<file path="config.mk">
export PLATFORM = sky130hd
export DESIGN_NAME = wb_commit_arbiter
export DESIGN_NICKNAME = d
export VERILOG_FILES = /design/src/rtl/wb_commit_arbiter_pkg.sv /design/src/rtl/wb_commit_arbiter_fifo.sv /design/src/rtl/wb_commit_arbiter.sv
export SDC_FILE = /design/constraint.sdc
export NUM_CORES = 1
export LEC_CHECK = 0
export CORE_MARGIN = 2
export CORE_UTILIZATION = 60
export DETAILED_ROUTE_END_ITERATION = 6
export GPL_ROUTABILITY_DRIVEN = 0
export HOLD_SLACK_MARGIN = 0.1
export PLACE_DENSITY_LB_ADDON = 0.25
export SETUP_SLACK_MARGIN = 0.15
export SYNTH_ARGS = -nofsm -noshare
export SYNTH_HDL_FRONTEND = slang
export SYNTH_SLANG_ARGS = --single-unit
</file>
<file path="constraint.sdc">
create_clock -name clk -period 9.4 [get_ports clk]
set_input_delay 1.88 -clock clk [delete_from_list [all_inputs] [get_ports clk]]
set_output_delay 1.88 -clock clk [all_outputs]
set_load 0.03 [all_outputs]
</file>
<file path="src/rtl/wb_commit_arbiter_pkg.sv">
// rtl/wb_commit_arbiter_pkg.sv - shared widths and trace entry type for the commit arbiter
package wb_commit_arbiter_pkg;

    localparam int SINGLE_WORD = 32;
    localparam int GPR_NUM     = 5;

    typedef struct packed {
        logic [SINGLE_WORD-1:0] pc;
        logic [GPR_NUM-1:0]     wnum;
        logic [SINGLE_WORD-1:0] wdata;
        logic                   wen;
    } trace_entry_t;

    localparam int TRACE_ENTRY_W = $bits(trace_entry_t);

    // A write to r0 is architecturally invisible, so it never shows as a trace write
    function automatic logic [3:0] trace_wen(input trace_entry_t e);
        return {4{e.wen && (e.wnum != '0)}};
    endfunction

endpackage

</file>
<file path="src/rtl/wb_commit_arbiter_fifo.sv">
// rtl/wb_commit_arbiter_fifo.sv - generic 2-write/1-read in-order FIFO (commit_fifo)
module commit_fifo #(
    parameter int DEPTH = 4,
    parameter int WIDTH = 32
) (
    input  logic                     clk,
    input  logic                     rst,
    input  logic                     enq0_valid_i,
    input  logic [WIDTH-1:0]         enq0_data_i,
    input  logic                     enq1_valid_i,
    input  logic [WIDTH-1:0]         enq1_data_i,
    input  logic                     deq_i,
    output logic [WIDTH-1:0]         head_o,
    output logic [$clog2(DEPTH):0]   count_o
);

    localparam int PTR_W = $clog2(DEPTH);
    localparam int CNT_W = PTR_W + 1;
    localparam logic [CNT_W-1:0] DEPTH_C = CNT_W'(DEPTH);

    logic [WIDTH-1:0] mem_q [DEPTH];
    logic [WIDTH-1:0] mem_d [DEPTH];
    logic [PTR_W-1:0] rd_ptr_q, rd_ptr_d;
    logic [PTR_W-1:0] wr_ptr_q, wr_ptr_d;
    logic [CNT_W-1:0] count_q, count_d;
    logic [PTR_W-1:0] slot1;

    // Slot 0 is older than slot 1; a lone slot-1 write lands at the write pointer
    always_comb begin
        mem_d = mem_q;
        slot1 = wr_ptr_q + PTR_W'(enq0_valid_i);
        if (enq0_valid_i) begin
            mem_d[wr_ptr_q] = enq0_data_i;
        end
        if (enq1_valid_i) begin
            mem_d[slot1] = enq1_data_i;
        end
        wr_ptr_d = wr_ptr_q + PTR_W'(enq0_valid_i) + PTR_W'(enq1_valid_i);
        rd_ptr_d = rd_ptr_q + PTR_W'(deq_i);
        count_d  = count_q + CNT_W'(enq0_valid_i) + CNT_W'(enq1_valid_i) - CNT_W'(deq_i);
    end

    // Pointer and occupancy state; pointers wrap naturally since DEPTH is a power of two
    always_ff @(posedge clk) begin
        if (!rst) begin
            rd_ptr_q <= '0;
            wr_ptr_q <= '0;
            count_q  <= '0;
        end else begin
            rd_ptr_q <= rd_ptr_d;
            wr_ptr_q <= wr_ptr_d;
            count_q  <= count_d;
        end
    end

    // Entry storage needs no reset: occupancy alone decides what is live
    always_ff @(posedge clk) begin
        mem_q <= mem_d;
    end

    assign head_o  = mem_q[rd_ptr_q];
    assign count_o = count_q;

    a_no_overflow: assert property (@(posedge clk) disable iff (!rst) count_d <= DEPTH_C);
    a_no_underflow: assert property (@(posedge clk) disable iff (!rst) deq_i |-> (count_q != '0));

endmodule

</file>
<file path="src/rtl/wb_commit_arbiter.sv">
// rtl/wb_commit_arbiter.sv - dual-issue writeback to single-lane debug trace commit arbiter
module wb_commit_arbiter
    import wb_commit_arbiter_pkg::*;
#(
    parameter int DEPTH = 4
) (
    input  logic                   clk,
    input  logic                   rst,
    input  logic                   lane0_valid_i,
    input  logic [31:0]            lane0_pc_i,
    input  logic [4:0]             lane0_wnum_i,
    input  logic [31:0]            lane0_wdata_i,
    input  logic                   lane0_wen_i,
    input  logic                   lane1_valid_i,
    input  logic [31:0]            lane1_pc_i,
    input  logic [4:0]             lane1_wnum_i,
    input  logic [31:0]            lane1_wdata_i,
    input  logic                   lane1_wen_i,
    output logic                   arb_allowin_o,
    output logic [31:0]            debug_wb_pc,
    output logic [3:0]             debug_wb_rf_wen,
    output logic [4:0]             debug_wb_rf_wnum,
    output logic [31:0]            debug_wb_rf_wdata,
    output logic [$clog2(DEPTH):0] arb_count_o
);

    localparam int CNT_W = $clog2(DEPTH) + 1;
    localparam logic [CNT_W-1:0] ALLOW_MAX = CNT_W'(DEPTH - 2);

    trace_entry_t            lane0_e, lane1_e, head_e, emit_e;
    logic [TRACE_ENTRY_W-1:0] fifo_head;
    logic [TRACE_ENTRY_W-1:0] enq0_data, enq1_data;
    logic                    enq0_valid, enq1_valid, deq;
    logic [CNT_W-1:0]        count;
    logic                    acc0, acc1, emit;

    logic [31:0] pc_q, pc_d;
    logic [3:0]  wen_q, wen_d;
    logic [4:0]  wnum_q, wnum_d;
    logic [31:0] wdata_q, wdata_d;

    assign lane0_e = '{pc: lane0_pc_i, wnum: lane0_wnum_i, wdata: lane0_wdata_i, wen: lane0_wen_i};
    assign lane1_e = '{pc: lane1_pc_i, wnum: lane1_wnum_i, wdata: lane1_wdata_i, wen: lane1_wen_i};
    assign head_e  = fifo_head;

    // Conservative allowin from registered occupancy: always room for a full pair
    assign arb_allowin_o = (count <= ALLOW_MAX);
    assign acc0 = lane0_valid_i && arb_allowin_o;
    assign acc1 = lane1_valid_i && arb_allowin_o;

    // Pick one entry to emit (buffer head first, else oldest accepted lane) and enqueue the rest in order
    always_comb begin
        enq0_valid = 1'b0;
        enq0_data  = lane0_e;
        enq1_valid = 1'b0;
        enq1_data  = lane1_e;
        deq        = 1'b0;
        emit       = 1'b0;
        emit_e     = head_e;
        if (count != '0) begin
            deq        = 1'b1;
            emit       = 1'b1;
            emit_e     = head_e;
            enq0_valid = acc0;
            enq1_valid = acc1;
        end else if (acc0) begin
            emit       = 1'b1;
            emit_e     = lane0_e;
            enq0_valid = acc1;
            enq0_data  = lane1_e;
        end else if (acc1) begin
            emit       = 1'b1;
            emit_e     = lane1_e;
        end
    end

    commit_fifo #(
        .DEPTH (DEPTH),
        .WIDTH (TRACE_ENTRY_W)
    ) u_commit_fifo (
        .clk          (clk),
        .rst          (rst),
        .enq0_valid_i (enq0_valid),
        .enq0_data_i  (enq0_data),
        .enq1_valid_i (enq1_valid),
        .enq1_data_i  (enq1_data),
        .deq_i        (deq),
        .head_o       (fifo_head),
        .count_o      (count)
    );

    // Trace fields load on emit; without an emit only the write enable is cleared
    always_comb begin
        pc_d    = pc_q;
        wnum_d  = wnum_q;
        wdata_d = wdata_q;
        wen_d   = '0;
        if (emit) begin
            pc_d    = emit_e.pc;
            wnum_d  = emit_e.wnum;
            wdata_d = emit_e.wdata;
            wen_d   = trace_wen(emit_e);
        end
    end

    // Registered trace port
    always_ff @(posedge clk) begin
        if (!rst) begin
            pc_q    <= '0;
            wen_q   <= '0;
            wnum_q  <= '0;
            wdata_q <= '0;
        end else begin
            pc_q    <= pc_d;
            wen_q   <= wen_d;
            wnum_q  <= wnum_d;
            wdata_q <= wdata_d;
        end
    end

    assign debug_wb_pc       = pc_q;
    assign debug_wb_rf_wen   = wen_q;
    assign debug_wb_rf_wnum  = wnum_q;
    assign debug_wb_rf_wdata = wdata_q;
    assign arb_count_o       = count;

endmodule

</file>
**Yosys cells after proc, flatten, opt, wreduce, memory -nomap -nowiden**

Cells that the tools add are included.

- $lt $le $gt $ge: 6
- Mux-type cells: 23
- Bitwise operators: 3
- Reductions and logical operators: 8
- $add $sub $neg: 6

Operators by type and width:

| kind | number |
|---|---|
| two-way mux 70 bit | 9 |
| bitwise mux 280 bit | 2 |
| two-way mux 280 bit | 2 |
| demux 70 bit (select 2 bit) | 2 |
| binary-select mux 70 bit (select 2 bit) | 1 |
| >= comparator 3 bit, second input constant | 3 |
| inverter 2 -> 3 bit | 3 |
| two-way mux 1 bit | 7 |
| adder 2 x 1 -> 2 bit | 3 |
| adder 3 x 1 -> 3 bit | 2 |
| less-than comparator 3 x 1 -> 1 bit, second input constant | 2 |
| logical AND 1 bit | 5 |
| nonzero test 5 bit | 1 |
| <= comparator 3 x 2 -> 1 bit, second input constant | 1 |
| nonzero test 3 bit | 1 |
| subtractor 3 x 1 -> 3 bit | 1 |
| AND reduction 2 bit | 1 |

- Word-level logic and storage cells: 57
- Input port bits: 144
- Output and inout port bits: 77
- Flip-flop bits (word level): 357

**Logic depth before layout (Yosys ltp)**

- Depth in word-level cells: 12
- Gate-level depth with buffers: 14
- Mapped depth without buffers: 10

**Cells and area by module**

From an unflattened synthesis, not the netlist that was laid out.

- Cells, all modules: 2130
- Area total of the unflattened synthesis: 17869.6 µm²

Modules (own cells, without submodules):

| module | times used | area each (µm²) | cells an instance | sequential area each (µm²) |
|---|---|---|---|---|
| commit_fifo | 1 | 13596.8 | 1684 | 5745.5 |
| wb_commit_arbiter | 1 | 4272.8 | 446 | 1401.3 |

**Worst setup path after synthesis**

Ideal clock, no wire load.

- Kind: input -> register
- Start point: input port lane1_valid_i
- End point: register u_commit_fifo.mem_q[69] (netlist name)
- Stages: 10
- Slack: 5117 ps
- Setup time: 119 ps
- Required time: 9281 ps
- Path buffers: 2
- Arrival time: 4164 ps
- Cells stage by stage: o31ai_4 > a21oi_4 > ha_1 > xor2_2 > o2111ai_1 > mux2_2 > buf_2 > a21boi_2 > buf_2 > o2bb2a_2

RTL lines:

| element | line | source |
|---|---|---|
| start, declared | wb_commit_arbiter.sv:14 | `input logic lane1_valid_i,` |
| end signal, assigned | wb_commit_arbiter_fifo.sv:58 | `mem_q <= mem_d;` |
| end, declared | wb_commit_arbiter_fifo.sv:21 | `logic [WIDTH-1:0] mem_q [DEPTH];` |

==> run_results.csv <==
group,metric,value,unit
synth,yosysSeqAreaShare,44.11,%
layout,drive_gt1_share,10.66,%
min_path,min_path_type,"register to register",
layout,nets,1836,
grt,grt_pass1_vias,14870,
placed_design,dp_slack,2693,ps
placed_design,portBuffers,220,
power,p_leak,7.350,nW
die,ios,221,
route,wl_per_cell,26.41,um
cts,cts_tree,"yes",
route,drc,1,
setup_path,crit_fanout,71,
cts,path_clk_slew,60,ps
route,drt-pass1-iter-count,7,
sta,slew_headroom,17.84,%
layout,fill_cells,1878,
synth,synth.distinct_cells,60,
sta,final_max_slew_viol_count,0,
sta,post-route-min-period,6265,ps
die,die_w,168.3,um
cts,worstSkewPairLatency,520,ps
setup_path,critPathKind,"primary input to register",
cts,post_cts_resized,0,
setup_path,crit_arrival,6700,ps
sta,worst_pin_slew,1232,ps
grt,grt_pass1_wl,83210,um
cts,hold_buffers,0,
power,power.density,396.5,nW/um^2
layout,antenna_cells,0,
synth,avgSynthCellArea,10.28,um^2
synth,netlist_area,16200,um^2
synth,syn-num-nets,1726,
setup_path,worstPathCellList,"clkdlybuf4s50_1, o31ai_4, a21oi_4, ha_1, xor2_2, o2111ai_1, mux2_4, a21boi_4, buf_4, a2bb2oi_1",
min_path,hold_depth,2,
route,routed-via-count,15040,
setup_path,r2r_cells,11,
cts,cts_buffers,37,
sta,hold_viol,0,
grt,antenna_found_initial,1,
synth,ys_ff_latch,357,
sta,fin_skew,7.079,ps
die,rows,60,
power,vdd_drop_max,0.0002075,V
setup_path,max_stage_delay,1040,ps
layout,syn_to_final_growth,21.16,%
die,initial_core_util,60.63,%
status,violations,"DRC",
setup_path,critPathLaunchType,"primary input",
synth,synth-edff-count,0,
grt,gr-total-overflow,0,
route,via_per_inst,7.341,
synth,async_flop_share,0,%
cts,htree_num_levels,2,
sta,setup_ws,3135,ps
synth,synth_cells,1576,
cts,postCtsSetupBuffers,0,
die,die_height,168.3,um
placed_design,dp_hpwl,30280,um
grt,grt_max_degree,91,
run,drv_cap,0,
sta,setup_tns,0,ps
setup_path,cp-end-kind,"register",
cts,cts.sinks,357,
setup_path,required,9840,ps
route,postRouteAntennaNets,0,
die,die_area,28340,um^2
synth,yosys_warnings,0,
cts,cts_root_buf,"clkbuf_16",
route,first_iter_violations,2043,
grt,grt_use_total,37.26,%
sta,setup_violations,0,
synth,synthFlopType,"dfxtp_1",
sta,fmax,159.6,MHz
sta,post-route-period-util,66.65,%
sta,rsz0062_at_grt,"no",
status,status,"complete, but fails checks",
die,coreArea,26730,um^2
setup_path,crit_slowest_cell,"a21boi_4",
route,drt-total-wl,54120,um
cts,clock_path_buffers,3,
-- worst max-delay path, delay by kind of cell --
kind,cells,cell delay [ps]
AOI/OAI and AO/OA,5,2380
xor gates and xnor gates,1,220
adders and majority gates,1,260
buffers and inverters,2,1090
muxes,1,820
-- report_power, final --
| group | switching, mW | total [mW] | internal, mW |
|---|---|---|---|
| registers | 0.499 | 2.77 | 2.27 |
| clock network | 0.601 | 1.44 | 0.835 |
| logic | 1.87 | 3.58 | 1.70 |
-- sequential cells by signal, indices dropped and copies added (netlist names) --
name	flops
u_commit_fifo.rd_ptr_q	2
debug_wb_rf_wen	1
u_commit_fifo.wr_ptr_q	2
debug_wb_rf_wnum	5
u_commit_fifo.count_o	3
u_commit_fifo.mem_q	280
debug_wb_rf_wdata	32
debug_wb_pc	32
-- synthesized netlist by cell type, drive strengths merged, types with 2 or more instances --
library cell    n  area, um^2
a211o           2       17.52
xnor2           3       26.28
mux4           70        1577
dfxtp         357        7147
and2            5       31.28
o22ai         238        1489
a22o           37       324.1
mux2            2       22.52
o2bb2a          2       21.27
nand2          20       75.07
o2111ai         3       26.28
nand2b          3       18.77
o21ai          45       225.2
clkbuf        128       480.5
mux2i          42       420.4
ha              5       62.56
xor2            2       25.03
buf            45       252.7
a211oi          3       40.04
a22oi          68       510.5
o221ai          6       52.55
a2111oi         3       32.53
a21boi          2       18.77
inv             9       33.78
a2bb2oi       173        1515
a21oi          90       476.7
nor3           19       95.09
nor2          104       392.9
nand3           5       25.02
o2bb2ai        68       595.6
-- placed cells by master, fill, tap and decap left out, drive strengths merged, types with 7 or more instances in the layout --
cell type      Yosys  final
dfxtp            357    357
o22ai            238    238
clkdlybuf4s50      0    220
a2bb2oi          173    173
nor2             104    104
a21oi             90     90
mux4              70     70
a22oi             68     68
o2bb2ai           68     68
clkbuf           128     52
o21ai             45     45
mux2i             42     42
a22o              37     37
buf               45     24
nand2             20     20
nor3              19     19
inv                9     10
clkinv             1      7
-- worst paths after layout --
kind	from	slack [ps]	to
setup reg to reg	u_commit_fifo.count_o[2]	4530	u_commit_fifo.mem_q[25]
hold reg to reg	debug_wb_pc[11]	490	debug_wb_pc[11]
setup / recovery	lane1_valid_i	3130	u_commit_fifo.mem_q[25]
hold / removal	debug_wb_pc[11]	490	debug_wb_pc[11]
-- cell families (layout without fill, tap and decap cells) --
logic type | count (synthesis) | count (layout) | synth area share (%)
AOI/OAI and AO/OA | 745 | 745 | 33.33
DFF | 357 | 357 | 44.11
buffers and inverters | 183 | 315 | 4.757
and+or+nand+nor | 166 | 166 | 4.517
muxes | 114 | 114 | 12.46
adders and majority gates | 6 | 6 | 0.5097
xor gates and xnor gates | 5 | 5 | 0.3167
-- per-stage QoR --
stage	util (%)	hold WS [ps]	total power, mW	cells	instance area, um^2
final	73.46	494.1	7.784	2049	19630
after global routing	73.46	517.3	8.138	2049	19630
after CTS	73.46	493.1	7.684	2049	19630
after detailed placement	69.14	481.0	6.237	1988	18480
after global placement	69.14	480.2	6.084	1988	18480
after floorplan	-	517.7	5.173	1576	16200
-- per-layer routing --
layer  vias up  part of all wire (%)  GRT usage, %
met5         -                     0             0
met3       163                    12         7.922
li1       6522                     -             -
met4         0                   3.7         15.82
met2      1079                    47         60.17
met1      7277                    38         48.76
-- final cells by class --
type / count / area [um^2] / area share, %
clock inverters: 9 / 98.84 / 0.5035
well taps: 341 / 426.7 / 2.173
repair buffers: 244 / 2382 / 12.14
inverters: 10 / 37.54 / 0.1912
flip-flops and latches: 357 / 7154 / 36.44
multi-input cells: 1036 / 8477 / 43.18
clock buffers: 52 / 1055 / 5.373
Note: power is estimated with default switching activity, not from simulation.
